File: config.mk
export PLATFORM = sky130hd
export DESIGN_NAME = exmem_stage
export DESIGN_NICKNAME = d
export VERILOG_FILES = /design/src/rtl/cpu_pkg.sv /design/src/rtl/cond_eval.sv /design/src/rtl/exmem_stage.sv
export SDC_FILE = /design/constraint.sdc
export NUM_CORES = 1
export LEC_CHECK = 0
export BUFFER_PORTS_ARGS = -buffer_cell sky130_fd_sc_hd__buf_2
export CAP_MARGIN = 20
export CORE_MARGIN = 2
export CORE_UTILIZATION = 44
export CTS_BUF_LIST = sky130_fd_sc_hd__clkbuf_16
export CTS_CLUSTER_SIZE = 24
export DETAILED_ROUTE_END_ITERATION = 8
export GPL_ROUTABILITY_DRIVEN = 0
export HOLD_SLACK_MARGIN = 0.15
export PLACE_DENSITY_LB_ADDON = 0.08
export SYNTH_ARGS = -nofsm -noshare
export SYNTH_HDL_FRONTEND = slang
export SYNTH_HIERARCHICAL = 1
export SYNTH_SLANG_ARGS = --single-unit
File: constraint.sdc
create_clock -name clk -period 1.3 [get_ports clk]
set_clock_uncertainty 0.2 [all_clocks]
set_input_delay 0.065 -clock clk [delete_from_list [all_inputs] [get_ports clk]]
set_output_delay 0.065 -clock clk [all_outputs]
set_load 0.1 [all_outputs]
File: src/rtl/cpu_pkg.sv
// rtl/cpu_pkg.sv - shared condition codes, NZCV flag type and ALU control constants
package cpu_pkg;

    localparam logic [3:0] COND_EQ = 4'b0000;
    localparam logic [3:0] COND_NE = 4'b0001;
    localparam logic [3:0] COND_HS = 4'b0010;
    localparam logic [3:0] COND_LO = 4'b0011;
    localparam logic [3:0] COND_MI = 4'b0100;
    localparam logic [3:0] COND_PL = 4'b0101;
    localparam logic [3:0] COND_VS = 4'b0110;
    localparam logic [3:0] COND_VC = 4'b0111;
    localparam logic [3:0] COND_HI = 4'b1000;
    localparam logic [3:0] COND_LS = 4'b1001;
    localparam logic [3:0] COND_GE = 4'b1010;
    localparam logic [3:0] COND_LT = 4'b1011;
    localparam logic [3:0] COND_GT = 4'b1100;
    localparam logic [3:0] COND_LE = 4'b1101;
    localparam logic [3:0] COND_AL = 4'b1110;

    localparam logic [2:0] ALU_PASS_B   = 3'b000;
    localparam logic [2:0] ALU_ADD      = 3'b010;
    localparam logic [2:0] ALU_SUBTRACT = 3'b011;
    localparam logic [2:0] ALU_AND      = 3'b100;
    localparam logic [2:0] ALU_OR       = 3'b101;
    localparam logic [2:0] ALU_XOR      = 3'b110;

    // Bit order matches the architectural {N,Z,C,V} view.
    typedef struct packed {
        logic n;
        logic z;
        logic c;
        logic v;
    } nzcv_t;

endpackage

File: src/rtl/cond_eval.sv
// rtl/cond_eval.sv - combinational condition-code evaluation against NZCV flags
module cond_eval
    import cpu_pkg::*;
(
    input  logic [3:0] cond,
    input  nzcv_t      flags,
    output logic       taken
);

    // Decode the condition code against the supplied flags; 1110/1111 always taken.
    always_comb begin
        taken = 1'b1;
        case (cond)
            COND_EQ: taken = flags.z;
            COND_NE: taken = !flags.z;
            COND_HS: taken = flags.c;
            COND_LO: taken = !flags.c;
            COND_MI: taken = flags.n;
            COND_PL: taken = !flags.n;
            COND_VS: taken = flags.v;
            COND_VC: taken = !flags.v;
            COND_HI: taken = flags.c && !flags.z;
            COND_LS: taken = !flags.c || flags.z;
            COND_GE: taken = (flags.n == flags.v);
            COND_LT: taken = (flags.n != flags.v);
            COND_GT: taken = !flags.z && (flags.n == flags.v);
            COND_LE: taken = flags.z || (flags.n != flags.v);
            default: taken = 1'b1;
        endcase
    end

endmodule

File: src/rtl/exmem_stage.sv
// rtl/exmem_stage.sv - EX/MEM pipeline register with NZCV flags and branch resolution (option: BCOND_EVAL_EN)
module exmem_stage
    import cpu_pkg::*;
(
    input  logic        clk,
    input  logic        reset_n,
    input  logic        ex_valid,
    input  logic [63:0] ex_result,
    input  logic        ex_negative,
    input  logic        ex_zero,
    input  logic        ex_overflow,
    input  logic        ex_carry_out,
    input  logic        ex_set_flags,
    input  logic [4:0]  ex_rd,
    input  logic        ex_reg_write,
    input  logic        ex_mem_read,
    input  logic        ex_mem_write,
    input  logic [63:0] ex_store_data,
    input  logic        ex_is_bcond,
    input  logic        ex_is_cbz,
    input  logic        ex_is_cbnz,
    input  logic [3:0]  ex_cond,
    input  logic        stall,
    input  logic        flush,
    output logic        mem_valid,
    output logic        mem_reg_write,
    output logic        mem_mem_read,
    output logic        mem_mem_write,
    output logic [63:0] mem_result,
    output logic [63:0] mem_store_data,
    output logic [4:0]  mem_rd,
    output logic        mem_br_taken,
    output logic [3:0]  flags_q
);

    nzcv_t flags_r;
    logic  br_taken_d;

    assign flags_q = flags_r;

`ifdef BCOND_EVAL_EN
    logic bcond_taken;

    // B.cond looks at the committed flags; CBZ/CBNZ look at the live ALU zero flag.
    cond_eval u_cond_eval (
        .cond  (ex_cond),
        .flags (flags_r),
        .taken (bcond_taken)
    );

    assign br_taken_d = ex_valid && ((ex_is_bcond && bcond_taken) ||
                                     (ex_is_cbz   && ex_zero)     ||
                                     (ex_is_cbnz  && !ex_zero));
`else
    logic unused_branch_inputs;

    assign unused_branch_inputs = ^{ex_is_bcond, ex_is_cbz, ex_is_cbnz, ex_cond};
    assign br_taken_d = 1'b0;
`endif

    // Pipeline register: flush clears control, stall holds everything, invalid EX bubbles control.
    always_ff @(posedge clk or negedge reset_n) begin
        if (!reset_n) begin
            mem_valid      <= 1'b0;
            mem_reg_write  <= 1'b0;
            mem_mem_read   <= 1'b0;
            mem_mem_write  <= 1'b0;
            mem_br_taken   <= 1'b0;
            mem_result     <= '0;
            mem_store_data <= '0;
            mem_rd         <= '0;
        end else if (flush) begin
            mem_valid      <= 1'b0;
            mem_reg_write  <= 1'b0;
            mem_mem_read   <= 1'b0;
            mem_mem_write  <= 1'b0;
            mem_br_taken   <= 1'b0;
        end else if (!stall) begin
            mem_valid      <= ex_valid;
            mem_reg_write  <= ex_valid && ex_reg_write;
            mem_mem_read   <= ex_valid && ex_mem_read;
            mem_mem_write  <= ex_valid && ex_mem_write;
            mem_br_taken   <= br_taken_d;
            mem_result     <= ex_result;
            mem_store_data <= ex_store_data;
            mem_rd         <= ex_rd;
        end
    end

    // Architectural flags update only for a valid, advancing flag-setting instruction.
    always_ff @(posedge clk or negedge reset_n) begin
        if (!reset_n) begin
            flags_r <= '0;
        end else if (ex_valid && ex_set_flags && !stall && !flush) begin
            flags_r <= '{n: ex_negative, z: ex_zero, c: ex_carry_out, v: ex_overflow};
        end
    end

endmodule
==> results of run 1 <==
-- cells in the mapped netlist --
master and n:
dfrtp_1 141, mux2_1 70, mux2_2 67, buf_2 7, buf_6 7, a21oi_1 3, nand2_1 3, nand3b_1 3
buf_4 2, and4bb_1 1, conb_1 1, mux2i_1 1, nor2_1 1, nor2_2 1
-- metrics by stage --
step | hold WS, ps | instances | setup TNS (ps) | utilization
after CTS | -103 | 930 | -21.0 | 0.966
after detailed placement | -225 | 748 | -5420 | 0.789
after global placement | -225 | 748 | -3030 | 0.789
after floorplan | -431 | 308 | 0 | -
-- per-layer routing --
| layer | global-route usage | overflow |
|---|---|---|
| met1 | 0.834 | 0 |
| met2 | 1.08 | 283 |
| met3 | 0.726 | 1 |
| met4 | 1.01 | 159 |
| met5 | 0.0980 | 0 |
-- repair_timing --
action / 4_1_cts
setup buffers: 4
hold buffers: 146
endpoints found under the setup margin: 12
hold endpoints to repair: 282
-- kinds of logic after synthesis --
logic type / share of synthesized area
mux: 0.294
other cells: 0.000710
compound gates: 0.00284
simple gates: 0.0107
buf+inv: 0.0244
flops: 0.668
==> flow_summary.yaml, run 1 <==
clock_tree:
  cts_max_level: 4
  post_cts_resize_count: 0
  cts_root_buffer: "clkbuf_16"
  cts_buffer_depth: 2
  clock_sinks: 141
  cts_made_buffers: 17
logic_synthesis:
  syn_nets: 461
  yosysWarnings: 6
  synthDistinctLibCells: 14
  synthTopCellsByArea: "dfrtp_1 (67%), mux2_1 (15%), mux2_2 (14%)"
  synthesis.instances: 308
  yosysTopAreaCell: "dfrtp_1"
  syn_area_per_cell_um2: 17.2
  yosysTopAreaCellShare: 0.668
  seq_area_frac_synth: 0.668
  syn_area_mm2: 0.00529
  synth-seq-cells: 141
run_status:
  status: "stopped before the end"
  stop_error: "[ERROR GRT-0232] Routing congestion too high. Check the congestion heatmap in the GUI."
  haltStage: "5_1_grt"
global_routing:
  grt_use_total: 0.884
  grt-ovfl-total: 443
  antenna_found_initial: 5
  grt_max_degree: 38
floorplanning:
  ioPinCount: 295
  die_h_um: 114
  start_util: 0.446
  die_w_um: 114
  placementRows: 40
sta:
  postGrtWorstEndpoint: "mem_result[60]"
  endpoint_type: "output port"
placement:
  placed_area_mm2: 0.00936
  dp_worst_setup_slack_ps: -77.6
  port_buffers: 286
  hpwl_mm: 11.5
==> inputs of run 2 (changes only) <==
--- a/config.mk
+++ b/config.mk
@@ -8,13 +8,10 @@
 export BUFFER_PORTS_ARGS = -buffer_cell sky130_fd_sc_hd__buf_2
 export CAP_MARGIN = 20
 export CORE_MARGIN = 2
-export CORE_UTILIZATION = 44
-export CTS_BUF_LIST = sky130_fd_sc_hd__clkbuf_16
-export CTS_CLUSTER_SIZE = 24
+export CORE_UTILIZATION = 40
 export DETAILED_ROUTE_END_ITERATION = 8
 export GPL_ROUTABILITY_DRIVEN = 0
-export HOLD_SLACK_MARGIN = 0.15
-export PLACE_DENSITY_LB_ADDON = 0.08
+export PLACE_DENSITY_LB_ADDON = 0.15
 export SYNTH_ARGS = -nofsm -noshare
 export SYNTH_HDL_FRONTEND = slang
 export SYNTH_HIERARCHICAL = 1
==> run 2 against run 1 <==
Compared with the run above:
- the flow now finishes, with violations (negative hold slack, negative setup slack)
- synthesized cell count did not move
- synthesized area did not move
==> flow_summary.yaml, run 2 <==
run_status:
  status: "finished, violations left"
  violations: "negative hold slack, negative setup slack"
critical_path:
  cpPeakStageDelay_ps: 440
  cpLargestDelayFamily: "flip-flops"
  crit_chain: "buf_12"
  path_class: "reg -> out"
  cp_max_fo: 2
  crit_required_ps: 1030
  arrival_ps: 1050
  start_kind: "flop"
  endpoint_kind: "primary output"
  critPathBufInv: 1
  critPathSlowestCell: "dfrtp_2"
routing:
  ant_nets: 0
  viasPerCell: 4.86
  wire_per_inst_um: 23.2
  drtPass1Iterations: 4
  vias: 4708
  drtIter0Drc: 198
  drc: 0
  drt-total-wl_mm: 22.5
global_routing:
  grt_max_degree: 55
  grt_pass1_vias: 5453
  grt_use_total: 0.303
  grt_pass1_wl_mm: 31.6
  grt-ovfl-total: 0
  antenna_found_initial: 2
clock_tree:
  clock_sinks: 141
  clk_pin_slew_ps: 60
  cts_buffer_depth: 2
  cts_root_buffer: "clkbuf_16"
  cts_max_level: 4
  worstSkewPairLatency_ps: 420
  cts_tree: "built"
  cts_made_buffers: 17
floorplanning:
  start_util: 0.414
  placementRows: 41
  die_w_um: 119
  core_area_mm2: 0.0128
  ioPinCount: 295
  die-area_mm2: 0.0141
  die_h_um: 119
cells_and_area:
  syn_to_final_growth_pct: 118
  drive_above_1_share: 0.709
  finalNetCount: 935
  stdcell_area_mm2: 0.0115
  layout_common_cells: "buf_12 (149), dlygate4sd3_1 (146), buf_2 (144)"
  reg_top3: "mem_result (64), mem_store_data (64), mem_rd (5)"
  final_common_cell: "buf_12"
sta:
  final_hold_viol_count: 31
  setup_ws_ps: -12.0
  hold_slack_ps: -64.8
  setup_viol: 10
  fin_crit_ps: 1310
  report.final.slew_viol_count: 0
  rsz0062_at_grt: "true"
  max_freq_mhz: 762
  period_share: 1.01
logic_synthesis:
  yosysTopAreaCell: "dfrtp_1"
  yosysWarnings: 6
  synthesis.instances: 308
  synth_edf_count: 0
  syn_area_mm2: 0.00529
  syn_area_per_cell_um2: 17.2
  synth-seq-cells: 141
  synthDistinctLibCells: 14
  yosysTopAreaCellShare: 0.668
  synth.most_common_cell: "dfrtp_1"
  seq_area_frac_synth: 0.668
  syn_nets: 461
  synth_flop_cell: "dfrtp_1"
  synthTopCellsByArea: "dfrtp_1 (67%), mux2_1 (15%), mux2_2 (14%)"
  synth-async-reset-ratio: 1.00
  yosys-top-cells-count: "dfrtp_1 (141), mux2_1 (70), mux2_2 (67)"
power_and_ir_drop:
  pwr_density_cell_mw_per_mm2: 1750
  ir_drop_v: 0.00115
  p_leak_nw: 5.09
placement:
  dp_worst_setup_slack_ps: -95.8
  port_buffers: 286
  placed_area_mm2: 0.00935
  hpwl_mm: 12.0
worst_hold_path:
  worstHoldPathType: "in -> async"
job:
  cap_violations: 0
-- run 2: area by class of cell --
| type | count | area [um^2] |
|---|---|---|
| diodes | 2 | 5.00 |
| clock buffers | 25 | 505 |
| clock inverters | 7 | 60.1 |
| fillers | 447 | 1240 |
| multi-input cells | 151 | 1640 |
| flip-flops and latches | 141 | 3700 |
| well taps | 172 | 215 |
| repair buffers | 471 | 5410 |
-- run 2: kinds of logic (layout without fill, tap and decap cells) --
family / Yosys count / after routing / share of synthesized area
muxes: 138 / 138 / 0.294
buffers and inverters: 16 / 503 / 0.0244
other: 1 / 3 / 0.000710
AOI/OAI and AO/OA: 3 / 3 / 0.00284
DFF: 141 / 141 / 0.668
and+or+nand+nor: 9 / 9 / 0.0107
-- run 2: path summary, 6_finish.rpt --
check / startpoint / end / slack, ps / cells past startpoint
setup / recovery: mem_reg_write / mem_reg_write / -10 / 1
hold / removal: reset_n / mem_rd[0] / -60 / 2
setup reg to reg: mem_result[23] / mem_result[23] / 60 / 2
hold reg to reg: mem_result[19] / mem_result[19] / 330 / 1
max in group asynchronous: reset_n / mem_result[27] / 420 / 3
min in group clk: ex_set_flags / flags_q[2] / 90 / 3
-- run 2: timing repair --
action,4_1_cts,5_1_grt
hold buffers,146,2
hold endpoints to repair,282,33
setup endpoints to repair,5,86
setup buffers,1,19
gates resized for setup,0,1
-- run 2: report_power, final --
group,internal (W),switching (W),leakage [nW]
clock network,0.00287,0.00185,0.287
logic,0.00356,0.00596,3.29
registers,0.00517,0.000786,1.52
total,0.0116,0.00860,5.09
-- run 2: worst reg2reg max path, cell delays in order, from the launching register on --
cell	delay, ps
dfrtp_2	430
buf_4	150
mux2_1	330
-- run 2: metrics by stage --
stage          power (W)   util  setup TNS [ps]  instances
3_5_place_dp      0.0148  0.732           -7710        769
3_3_place_gp      0.0147  0.732           -5350        769
5_1_grt           0.0207  0.903           -1020        969
2_1_floorplan     0.0110      -               0        308
4_1_cts           0.0198  0.891           -7.56        948
6_report          0.0202  0.903           -60.9        969
-- run 2: per-layer routing --
layer | global-route usage | part of all wire
met4 | 0.133 | 0.037
met3 | 0.101 | 0.074
met1 | 0.295 | 0.33
met2 | 0.575 | 0.56
met5 | 0 | 0
No activity file was read; power rests on OpenSTA's default activity.
